[src/rtl/time_display_scan.sv]
// Four-digit multiplexed 7-segment scanner for HH:MM / MM:SS with a per-frame snapshot (no tearing).
// Outputs are registered one cycle after the digit index; no backpressure, the scan is free-running.
module time_display_scan #(
  parameter int REFRESH_DIV = 100000
) (
  input  logic       clk,
  input  logic       reset,
  input  logic [3:0] hrTensDig,
  input  logic [3:0] hrOnesDig,
  input  logic [3:0] minTensDig,
  input  logic [3:0] minOnesDig,
  input  logic [3:0] secTensDig,
  input  logic [3:0] secOnesDig,
  input  logic       show_seconds,
  input  logic       blank_lead_zero,
  input  logic       sec_tick,
  output logic [3:0] an,
  output logic [6:0] seg,
  output logic       dp,
  output logic       frame_start
);

  localparam int CW = (REFRESH_DIV > 2) ? $clog2(REFRESH_DIV) : 1;

  logic [CW-1:0]   cnt;
  logic [1:0]      idx;
  logic            loadFlag;
  logic            colonPhase;
  logic [3:0][3:0] snapDig;
  logic [3:0][3:0] selDig;
  logic [3:0]      curDig;
  logic            tc;

  assign tc     = (cnt == CW'(REFRESH_DIV - 1));
  assign curDig = snapDig[idx];

  // The display mode is resolved at capture time, so the snapshot holds the
  // four digits already in scan order (element 3 = leftmost).
  always_comb begin
    selDig = {hrTensDig, hrOnesDig, minTensDig, minOnesDig};
    if (show_seconds)
      selDig = {minTensDig, minOnesDig, secTensDig, secOnesDig};
  end

  function automatic logic [6:0] decode(input logic [3:0] d);
    case (d)
      4'd0:    decode = 7'b1000000;
      4'd1:    decode = 7'b1111001;
      4'd2:    decode = 7'b0100100;
      4'd3:    decode = 7'b0110000;
      4'd4:    decode = 7'b0011001;
      4'd5:    decode = 7'b0010010;
      4'd6:    decode = 7'b0000010;
      4'd7:    decode = 7'b1111000;
      4'd8:    decode = 7'b0000000;
      4'd9:    decode = 7'b0010000;
      default: decode = 7'b0111111;
    endcase
  endfunction

  always_ff @(posedge clk or posedge reset) begin
    if (reset) begin
      cnt         <= '0;
      idx         <= 2'd0;
      loadFlag    <= 1'b1;
      colonPhase  <= 1'b0;
      snapDig     <= '0;
      an          <= 4'b1111;
      seg         <= 7'b1111111;
      dp          <= 1'b1;
      frame_start <= 1'b0;
    end else begin
      cnt <= tc ? '0 : cnt + CW'(1);
      if (tc)
        idx <= idx + 2'd1;

      // Armed at the end of the last slot; the capture happens on the next edge.
      loadFlag    <= tc && (idx == 2'd3);
      frame_start <= loadFlag;
      if (loadFlag)
        snapDig <= selDig;

      if (sec_tick)
        colonPhase <= ~colonPhase;

      if (idx == 2'd3 && blank_lead_zero && curDig == 4'd0)
        an <= 4'b1111;
      else
        an <= ~(4'b0001 << idx);
      seg <= decode(curDig);
      dp  <= ~((idx == 2'd2) && colonPhase);
    end
  end

endmodule

[config.mk]
export PLATFORM = sky130hd
export DESIGN_NAME = time_display_scan
export DESIGN_NICKNAME = d
export VERILOG_FILES = /design/src/rtl/time_display_scan.sv
export SDC_FILE = /design/constraint.sdc
export NUM_CORES = 1
export LEC_CHECK = 0
export ABC_AREA = 0
export BUFFER_PORTS_ARGS = -buffer_cell sky130_fd_sc_hd__buf_2
export CORE_MARGIN = 3
export CORE_UTILIZATION = 30
export CTS_BUF_LIST = sky130_fd_sc_hd__clkbuf_16
export DETAILED_ROUTE_END_ITERATION = 12
export SLEW_MARGIN = 20
export SYNTH_ARGS = -nofsm -noshare
export SYNTH_HDL_FRONTEND = slang
export SYNTH_SLANG_ARGS = --single-unit
export TNS_END_PERCENT = 10
[constraint.sdc]
create_clock -name clk -period 1.9 [get_ports clk]
set_clock_uncertainty 0.05 [all_clocks]
set_input_delay 0.19 -clock clk [delete_from_list [all_inputs] [get_ports clk]]
set_output_delay 0.19 -clock clk [all_outputs]
set_load 0.05 [all_outputs]
## Word-level counts from Yosys, hierarchy flattened

Memory sizes are Yosys's and may differ from the RTL's. A register that Yosys moved wholly into a read port is not among the register bits.
Cells that the tools add are included.

| word-level totals | value |
|---|---|
| output and inout port bits | 13 |
| input port bits | 29 |
| memories | 1 |
| logic and storage cells | 32 |
| bits in read-only memories | 112 |
| bits in registers | 43 |

Memories:

| name | depth | width | read ports | clocked after Yosys merged registers in | write ports | RTL line | source |
|---|---|---|---|---|---|---|---|
| (no name shown) | 16 | 7 | 1 | 1 | 0 | 46 | `case (d)` |

| cells by class | value |
|---|---|
| equal/unequal tests | 3 |
| add/sub/neg operators | 2 |
| muxes and demuxes | 5 |
| shift-type cells | 1 |
| $lt $le $gt $ge | 1 |
| bitwise gates (word level) | 3 |
| reduce and logical (&&, ||, !) cells | 5 |

Operators by type and width:

| operator | number |
|---|---|
| $add 17x1->17 const B | 1 |
| $eq 17x17->1 const B | 1 |
| $mux 17 | 1 |
| $mux 16 | 1 |
| $bmux 4 s2 | 1 |
| $mux 4 | 2 |
| $eq 2x2->1 const B | 2 |
| $logic_and 1x1->1 | 4 |
| $logic_not 4->1 | 1 |
| $not 4->4 | 1 |
| $shl 1x2->4 const A | 1 |
| $lt 2x3->1 const B | 1 |
| $add 2x1->2 const B | 1 |
| $not 1->1 | 2 |

## Logic depth before layout (Yosys ltp)

Gate-level depths: netlist of run 1.

| depth | value |
|---|---|
| word-level depth | 5 |
| mapped depth | 7 |
| mapped depth without buffers | 6 |

## Worst setup path before layout of run 1

OpenSTA, ideal clock, no wires.

| timing | value |
|---|---|
| kind | register -> register |
| start | register idx[0] |
| end | register seg[5] |
| stages on the path, launching flop included | 8 |
| setup slack | -14 ps |
| clock period less this slack | 1914 ps |
| library setup time | 85 ps |
| path buffers | 1 |
| arrival | 1779 ps |
| cells stage by stage | dfrtp_1 > buf_6 > mux4_1 > inv_1 > ha_1 > nor2_1 > a211oi_1 > a21oi_1 |

| on the way | value |
|---|---|
| word-level cells in the longest chain between the ends | 2 |

RTL lines:

| item | RTL line | source |
|---|---|---|
| start, declared | 26 | `logic [1:0] idx;` |
| start signal, assigned | 75 | `idx <= idx + 2'd1;` |
| $bmux 4 s2 | 35 | `assign curDig = snapDig[idx];` |
| $mux 4 (implied by the code) | 35 |  |
| end, declared | 18 | `output logic [6:0] seg,` |

Every way passes these cells. The select of a mux whose other input is x is not followed.
A chain may end at the register's enable or synchronous reset.

## Worst setup path after layout of run 1

| timing | value |
|---|---|
| start | register idx[0] |
| end | register seg[2] |

The elaborated chain is that of the path after synthesis.

==> results of run 1 <==
==> synthesized netlist by cell type <==
master / number / area (µm²)
nor2_4: 1 / 11.3
dfrtp_1: 37 / 926
a21oi_1: 21 / 105
mux4_1: 2 / 52.6
and2b_1: 1 / 7.51
and2_1: 1 / 6.26
ha_1: 11 / 138
xor2_1: 7 / 61.3
buf_2: 2 / 10.0
mux2i_1: 16 / 160
nor4_1: 3 / 18.8
nor2b_1: 1 / 6.26
inv_1: 12 / 45.0
mux4_2: 3 / 67.6
nand3_1: 7 / 35.0
nor2b_4: 1 / 13.8
a21oi_2: 1 / 8.76
nor3_1: 5 / 25.0
nand4_1: 4 / 25.0
and3_1: 1 / 6.26
buf_6: 2 / 22.5
and4_1: 1 / 8.76
a2bb2oi_1: 1 / 8.76
nor2_1: 36 / 135
and4b_1: 1 / 10.0
clkbuf_1: 3 / 11.3
nand2_1: 7 / 26.3
nor3b_1: 1 / 7.51
xnor2_1: 10 / 87.6
buf_4: 1 / 7.51
o21ai_0: 2 / 10.0
dfstp_2: 13 / 342
mux2_2: 1 / 11.3
a2bb2oi_2: 1 / 15.0
a211oi_1: 1 / 7.51
==> final timing paths <==
kind / depth (start not counted) / from / end / slack [ns]
worst min register to register: 1 / colonPhase$_DFFE_PP0P_ / dp$_DFF_PP1_ / 0.37
worst max register to register: 4 / idx[0]$_DFFE_PP0N_ / seg[2]$_DFF_PP1_ / 0.11
max in group asynchronous: 3 / reset / snapDig[1]$_DFFE_PP0P_ / 1.37
worst min-delay path: 3 / reset / frame_start$_DFF_PP0_ / -0.001
worst max-delay path: 4 / idx[0]$_DFFE_PP0N_ / seg[2]$_DFF_PP1_ / 0.11
min in group clk: 2 / sec_tick / colonPhase$_DFFE_PP0P_ / 0.02
==> cells by family (layout without fill, tap and decap cells) <==
family	count (synthesis)	after routing	share of synthesized area [%]
and+or+nand+nor	71	71	14.1
DFF	50	50	51.9
AOI/OAI and AO/OA	27	27	6.36
muxes	22	22	11.9
buffers and inverters	20	70	3.95
xor gates and xnor gates	17	17	6.10
adders and majority gates	11	11	5.64
==> timing repair <==
| item | CTS | global route |
|---|---|---|
| setup buffers | 0 | 2 |
| endpoints found under the setup margin | 0 | 3 |
| resized for setup | 0 | 2 |
| hold endpoints to repair | 0 | 0 |
==> worst reg2reg max path, cell delays in order, from the launching register on <==
cell	delay [ns]
dfrtp_1	0.41
buf_4	0.18
mux4_2	0.66
and2b_1	0.25
a2bb2oi_1	0.17
==> per-stage QoR <==
step                hold WS, ns  TNS, ns  std cells  utilization, %  worst slack [ns]
finish                 -0.00106        0        370            37.9             0.106
detailed placement        0.327        0        360            35.5            0.0609
CTS                      0.0147        0        368            37.6            0.0529
global placement          0.324        0        360            35.5             0.137
floorplan                 0.227        0        218               -            0.0641
global route             0.0243  -0.0269        370            37.9           -0.0164
==> state kept, by name, summed over array words and instances (netlist names) <==
name / cells
an: 4
cnt: 17
seg: 7
idx: 2
frame_start: 1
dp: 1
snapDig: 16
colonPhase: 1
loadFlag: 1
==> layer usage <==
metal	global-route usage, %	up-vias	routed length [µm]
li1	-	845	-
met1	14.0	780	2180
met2	18.5	39	2230
met3	2.58	2	235
met4	4.27	0	28
met5	0	-	0
==> where the power goes <==
group | internal (mW) | leakage [nW] | switching (mW)
Sequential | 1.08 | 0.553 | 0.00698
Clock | 0.624 | 0.0842 | 0.391
Combinational | 0.0421 | 0.711 | 0.0481
==> layout make-up <==
cell class,instances,area [µm²]
clock buffers,5,125
fillers,776,4850
multi-input cells,148,1070
flip-flops and latches,50,1270
inverters,12,45.0
repair buffers,50,273
clock inverters,3,43.8
well taps,102,128
==> flow_metrics.tcl, run 1 <==
set metrics [dict create \
    firstDrtPassIters 4 \
    antenna_found_initial 0 \
    drv_slew 0 \
    grt.overflow.total 0 \
    fin_hold_ws_ns -0.00106 \
    routed_wl_um 4680 \
    status "finished, violations left" \
    critPathMaxFanout 11 \
    max_slew_margin_pct 59.0 \
    via_per_inst 4.50 \
    area_growth_pct 21.2 \
    clockBufferDepth 2 \
    crit_path_max_incr_delay_ns 0.66 \
    track_usage_pct 11.1 \
    clk_pin_slew_ns 0.07 \
    hold_class "in2async" \
    synthesis.nets 258 \
    post-dp-hpwl_um 3430 \
    placed_area_um2 2770 \
    layout_commonest_cell "buf_2" \
    crit_path_start_kind "flop" \
    violations "hold timing" \
    synthCells 218 \
    die_area_um2 9250 \
    grt_pass1_wl_um 7930 \
    setup_viol_count_final 0 \
    via_count 1666 \
    fin_area_um2 2960 \
    synth_cell_types 35 \
    finalNetCount 307 \
    layout-drive-gt1-share_pct 31.0 \
    grt_max_degree 51 \
    critPathCaptureType "flop" \
    cpMaxStageDelayCell "mux4_2" \
    die_x_um 96.2 \
    p_leak_nw 1.35 \
    grt_pass1_vias 1688 \
    cp_data_arrival_time_ns 1.95 \
    h-tree-depth 2 \
    p_per_area_nw_per_um2 740 \
    cp_num_buf_inv 1 \
    numClockSinks 50 \
    antenna_cells 0 \
    yosys_warnings 0 \
    drtIter0Drc 62 \
    worstSkewPairLatency_ns 0.29 \
    fin_crit_ns 1.79 \
    syn_area_um2 2440 \
    cp.required_ns 2.06 \
    finalPower_mw 2.19 \
    criticalPathCategory "reg2reg" \
    ant_nets 0 \
    rows 32 \
    io_pins 42 \
    postCtsHoldBufs 0 \
    die_y_um 96.2 \
    place_congestion 0.829 \
    core_um2 7810 \
    drc_errors 0 \
    avgSynthCellArea_um2 11.2 \
    cts-root-buf "clkbuf_16" \
    hold_viol_final 1 \
    ir_worst_vdd_uv 355 \
    synth_seq_area_share_pct 51.9 \
    io_buffers 41 \
    max_cap_viol_count 0 \
    cp_top_family "multiplexers" \
    fmax_mhz 557 \
    worstMarginPinSlew_ns 0.616 \
    yosys_register_bits 50 \
    cts_tree "yes" \
    most-common-layout-cells "41 x buf_2, 37 x dfrtp_1, 36 x nor2_1" \
    finalCritPeriodShare_pct 94.4 \
    wl_per_cell_um 12.6 \
    crit_chain "buf_4 > mux4_2 > and2b_1 > a2bb2oi_1" \
    cts_made_buffers 5 \
    start_util_pct 31.3 \
]
Note: power is estimated with default switching activity, not from simulation.
==> inputs of run 2 (changes only) <==
--- a/config.mk
+++ b/config.mk
@@ -11,6 +11,7 @@
 export CORE_UTILIZATION = 30
 export CTS_BUF_LIST = sky130_fd_sc_hd__clkbuf_16
 export DETAILED_ROUTE_END_ITERATION = 12
+export HOLD_SLACK_MARGIN = 0.1
 export SLEW_MARGIN = 20
 export SYNTH_ARGS = -nofsm -noshare
 export SYNTH_HDL_FRONTEND = slang
==> flow_metrics.tcl, run 2 (synthesis gave the netlist of run 1 again) <==
set metrics [dict create \
    layout_commonest_cell "buf_2" \
    drc_errors 0 \
    fin_hold_ws_ns 0.154 \
    via_count 1679 \
    cp_top_family "multiplexers" \
    setup_viol_count_final 0 \
    clockBufferDepth 2 \
    rr_worst_depth 4 \
    most-common-layout-cells "41 x buf_2, 37 x dfrtp_1, 36 x nor2_1" \
    crit_chain "buf_4 > mux4_2 > and2b_1 > a2bb2oi_1" \
    rrSetupSlack_ns 0.11 \
    start_util_pct 31.3 \
    cts-root-buf "clkbuf_16" \
    placed_cells 360 \
    rows 32 \
    max_slew_margin_pct 58.9 \
    cp_num_buf_inv 1 \
    largest_reg_flops 17 \
    fillers 774 \
    crit_cells 4 \
    layout-drive-gt1-share_pct 30.6 \
    numClockSinks 50 \
    ant_nets 0 \
    wl_per_cell_um 12.6 \
    criticalPathCategory "reg2reg" \
    io_buffers 41 \
    crit_path_start_kind "flop" \
    r2r-start "idx[0]$_DFFE_PP0N_" \
    io_pins 42 \
    finalCritPeriodShare_pct 94.4 \
    die_y_um 96.2 \
    firstDrtPassIters 4 \
    worstMarginPinSlew_ns 0.616 \
    grt_max_degree 51 \
    cts_made_buffers 5 \
    grt_pass1_vias 1694 \
    cts_tree "yes" \
    h-tree-depth 2 \
    routed_wl_um 4690 \
    critPathCaptureType "flop" \
    crit_path_max_incr_delay_ns 0.66 \
    grt_pass1_wl_um 7940 \
    max_cap_viol_count 0 \
    hold_class "in2reg" \
    clk_pin_slew_ns 0.07 \
    core_um2 7810 \
    post-dp-hpwl_um 3430 \
    finalNetCount 310 \
    cp_data_arrival_time_ns 1.95 \
    fmax_mhz 557 \
    hold_viol_final 0 \
    ir_worst_vdd_uv 354 \
    via_per_inst 4.50 \
    status "completed" \
    die_x_um 96.2 \
    critPathCapture "seg[2]$_DFF_PP1_" \
    fin_crit_ns 1.79 \
    track_usage_pct 11.2 \
    timing.setup.tns_ns 0 \
    worst_r2r_endpoint "seg[2]$_DFF_PP1_" \
    antenna_found_initial 0 \
    drv_slew 0 \
    critPathMaxFanout 11 \
    hp-start "hrOnesDig[2]" \
    drtIter0Drc 59 \
    worstSkewPairLatency_ns 0.29 \
    p_per_area_nw_per_um2 734 \
    cpMaxStageDelayCell "mux4_2" \
    grt.overflow.total 0 \
    top_register "cnt" \
    final_cell_count_no_fill 373 \
    place_congestion 0.829 \
    die_area_um2 9250 \
    p_leak_nw 1.36 \
    startpoint "idx[0]$_DFFE_PP0N_" \
    antenna_cells 0 \
    area_growth_pct 22.4 \
    reg_top3 "cnt: 17 flops, snapDig: 16 flops, seg: 7 flops" \
    cp.required_ns 2.06 \
]
## run 2: changes by cell type in the layout (fill, tap and decap cells not counted), sizes merged
cell	before	now
dlygate4sd3	0	3
## run 2: what timing repair did
| action | in CTS | in global routing |
|---|---|---|
| hold endpoints to repair | 39 | 0 |
| endpoints found under the setup margin | 0 | 3 |
| gates resized for setup | 0 | 2 |
| buffers inserted | 0 | 2 |
| hold buffers | 3 | 0 |
## run 2: metrics by stage
step / instance area (µm²) / total power, mW / worst slack [ns] / util [%]
floorplan: 2440 / 1.15 / 0.0641 / -
global placement: 2770 / 1.20 / 0.137 / 35.5
detailed placement: 2770 / 1.20 / 0.0609 / 35.5
CTS: 2970 / 2.23 / 0.0529 / 38.0
global route: 2990 / 2.28 / -0.0164 / 38.3
finish: 2990 / 2.19 / 0.106 / 38.3
## run 2: final cells by class
class | instances | area, µm² | area share [%]
sequential | 50 | 1270 | 42.4
multi-input combinational | 148 | 1070 | 36.0
timing repair buffer | 53 | 303 | 10.1
tap | 102 | 128 | 4.27
clock buffer | 5 | 125 | 4.19
inverter | 12 | 45.0 | 1.51
clock inverter | 3 | 43.8 | 1.47
## run 2: worst min path at each step
stage                                    endpoint  slack, ns  depth (start not counted)
after floorplan            colonPhase$_DFFE_PP0P_       0.23                          1
after global routing       snapDig[8]$_DFFE_PP0P_       0.18                          3
after detailed placement   colonPhase$_DFFE_PP0P_       0.33                          2
after global placement     colonPhase$_DFFE_PP0P_       0.32                          2
final                     snapDig[10]$_DFFE_PP0P_       0.15                          3
after CTS                 snapDig[10]$_DFFE_PP0P_       0.15                          3
## run 2: report_power, final
| part | switching (mW) | total, mW | internal [mW] |
|---|---|---|---|
| Combinational | 0.0489 | 0.0950 | 0.0461 |
| Clock | 0.389 | 1.01 | 0.623 |
| Sequential | 0.00698 | 1.08 | 1.08 |
## run 2: worst min-delay path: cells and delay by family
kind,cells,cell delay (ns)
buf+inv,1,0.07
mux,1,0.05
compound gates,1,0.13
## run 2: per-layer routing
metal  wire length (µm)  up-vias  part of all wire, %  global-route usage, %
met5                  0        -                    0                      0
met4                 28        0                 0.60                   4.27
met3                225        2                  4.8                   2.58
met2               2240       39                   48                   18.6
met1               2200      787                   47                   14.0
li1                   -      851                    -                      -
==> inputs of run 3 (changes only) <==
--- a/config.mk
+++ b/config.mk
@@ -12,6 +12,7 @@
 export CTS_BUF_LIST = sky130_fd_sc_hd__clkbuf_16
 export DETAILED_ROUTE_END_ITERATION = 12
 export HOLD_SLACK_MARGIN = 0.1
+export RECOVER_POWER = 50
 export SLEW_MARGIN = 20
 export SYNTH_ARGS = -nofsm -noshare
 export SYNTH_HDL_FRONTEND = slang
==> flow_metrics.tcl, run 3 (synthesis gave the netlist of run 1 again) <==
set metrics [dict create \
    hold_class "in2reg" \
    post-dp-hpwl_um 3430 \
    p_leak_nw 1.35 \
    area_growth_pct 22.1 \
    critPathMaxFanout 11 \
    drtIter0Drc 61 \
    criticalPathCategory "reg2reg" \
    fin_crit_ns 1.80 \
    fmax_mhz 557 \
    rr_worst_depth 4 \
    p_per_area_nw_per_um2 738 \
    critPathCaptureType "flop" \
    hold_end "snapDig[10]$_DFFE_PP0P_" \
    r2r-start "idx[0]$_DFFE_PP0N_" \
    clockBufferDepth 2 \
    status "completed" \
    min_path_cells 3 \
    via_count 1685 \
    cp_data_arrival_time_ns 1.96 \
    max_slew_margin_pct 29.3 \
    layout-drive-gt1-share_pct 29.2 \
    io_buffers 41 \
    routed_wl_um 4710 \
    place_congestion 0.829 \
    h-tree-depth 2 \
    most-common-layout-cells "41 x buf_2, 37 x dfrtp_1, 36 x nor2_1" \
    grt_max_degree 51 \
    setup_viol_count_final 0 \
    worstSkewPairLatency_ns 0.29 \
    hold_viol_final 0 \
    drc_errors 0 \
    die_x_um 96.2 \
    cpMaxStageDelayCell "mux4_2" \
    drv_slew 0 \
    cts_tree "yes" \
    layout_commonest_cell "buf_2" \
    core_um2 7810 \
    ant_nets 0 \
    max_cap_viol_count 0 \
    numClockSinks 50 \
    antenna_found_initial 0 \
    worstMarginPinSlew_ns 1.06 \
    start_util_pct 31.3 \
    crit_chain "buf_4 > mux4_2 > and2b_1 > a2bb2oi_1" \
    cts-root-buf "clkbuf_16" \
    ir_worst_vdd_uv 355 \
    rrSetupSlack_ns 0.10 \
    grt_pass1_wl_um 7940 \
    io_pins 42 \
    reg_top3 "cnt: 17 flops, snapDig: 16 flops, seg: 7 flops" \
    largest_reg_flops 17 \
    crit_path_start_kind "flop" \
    hp-start "hrOnesDig[2]" \
    via_per_inst 4.52 \
    finalNetCount 310 \
    clk_pin_slew_ns 0.07 \
    rows 32 \
    fin_hold_ws_ns 0.154 \
    finalCritPeriodShare_pct 94.5 \
    top_register "cnt" \
    firstDrtPassIters 4 \
    grt.overflow.total 0 \
    die_area_um2 9250 \
    fillers 777 \
    final_cell_count_no_fill 373 \
    wl_per_cell_um 12.6 \
    cts_made_buffers 5 \
    placed_cells 360 \
    crit_path_max_incr_delay_ns 0.66 \
    antenna_cells 0 \
    cp.required_ns 2.06 \
    worst_r2r_endpoint "seg[2]$_DFF_PP1_" \
    die_y_um 96.2 \
    track_usage_pct 11.2 \
    grt_pass1_vias 1694 \
]
==> run 3: cell count changes in the layout (fill, tap and decap cells not counted), sizes merged <==
| cell | delta |
|---|---|
| buf | -2 |
| clkbuf | +2 |
==> run 3: area by class of cell <==
| type | instances | area (µm²) | area share (%) |
|---|---|---|---|
| clock buffers | 5 | 125 | 4.20 |
| clock inverters | 3 | 43.8 | 1.47 |
| inverters | 12 | 45.0 | 1.51 |
| multi-input cells | 148 | 1070 | 36.1 |
| flip-flops and latches | 50 | 1270 | 42.5 |
| well taps | 102 | 128 | 4.28 |
| repair buffers | 53 | 295 | 9.91 |
==> run 3: stage by stage <==
step	util (%)	total power [mW]	setup TNS, ns	area [µm²]	worst slack [ns]
2_1_floorplan	-	1.15	0	2440	0.0641
3_5_place_dp	35.5	1.20	0	2770	0.0609
4_1_cts	38.0	2.23	0	2970	0.0529
6_report	38.2	2.20	0	2980	0.105
3_3_place_gp	35.5	1.20	0	2770	0.137
5_1_grt	38.2	2.28	-0.0269	2980	-0.0164
==> run 3: critical path: cells and delay by family, from the launching register on <==
kind | cells | cell delay, ns
simple gates | 1 | 0.25
compound gates | 1 | 0.17
buf+inv | 1 | 0.18
flops | 1 | 0.41
mux | 1 | 0.66
==> run 3: what timing repair did <==
| action | 4_1_cts | 5_1_grt |
|---|---|---|
| hold endpoints to repair | 39 | 0 |
| setup buffers | 0 | 2 |
| hold buffers | 3 | 0 |
| resized for setup | 0 | 2 |
| setup endpoints to repair | 0 | 3 |
==> run 3: worst max-delay path by stage <==
stage,cells past startpoint,startpoint,to,slack [ns]
floorplan,7,idx[0]$_DFFE_PP0N_,seg[5]$_DFF_PP1_,0.06
global placement,6,idx[0]$_DFFE_PP0N_,seg[5]$_DFF_PP1_,0.14
detailed placement,6,idx[0]$_DFFE_PP0N_,seg[5]$_DFF_PP1_,0.06
CTS,6,idx[0]$_DFFE_PP0N_,seg[5]$_DFF_PP1_,0.05
global route,6,idx[0]$_DFFE_PP0N_,seg[3]$_DFF_PP1_,-0.02
finish,4,idx[0]$_DFFE_PP0N_,seg[2]$_DFF_PP1_,0.10
==> run 3: power breakdown <==
group	internal, mW	switching (mW)	total (mW)
sequential	1.08	0.00698	1.08
combinational	0.0454	0.0484	0.0938
clock	0.624	0.397	1.02
==> run 3: metal layers <==
layer | up-vias | part of all wire [%] | track usage, % | wire [µm]
li1 | 852 | - | - | -
met1 | 791 | 47 | 14.0 | 2200
met2 | 40 | 48 | 18.6 | 2260
met3 | 2 | 4.8 | 2.58 | 226
met4 | 0 | 0.59 | 4.27 | 28
met5 | - | 0 | 0 | 0
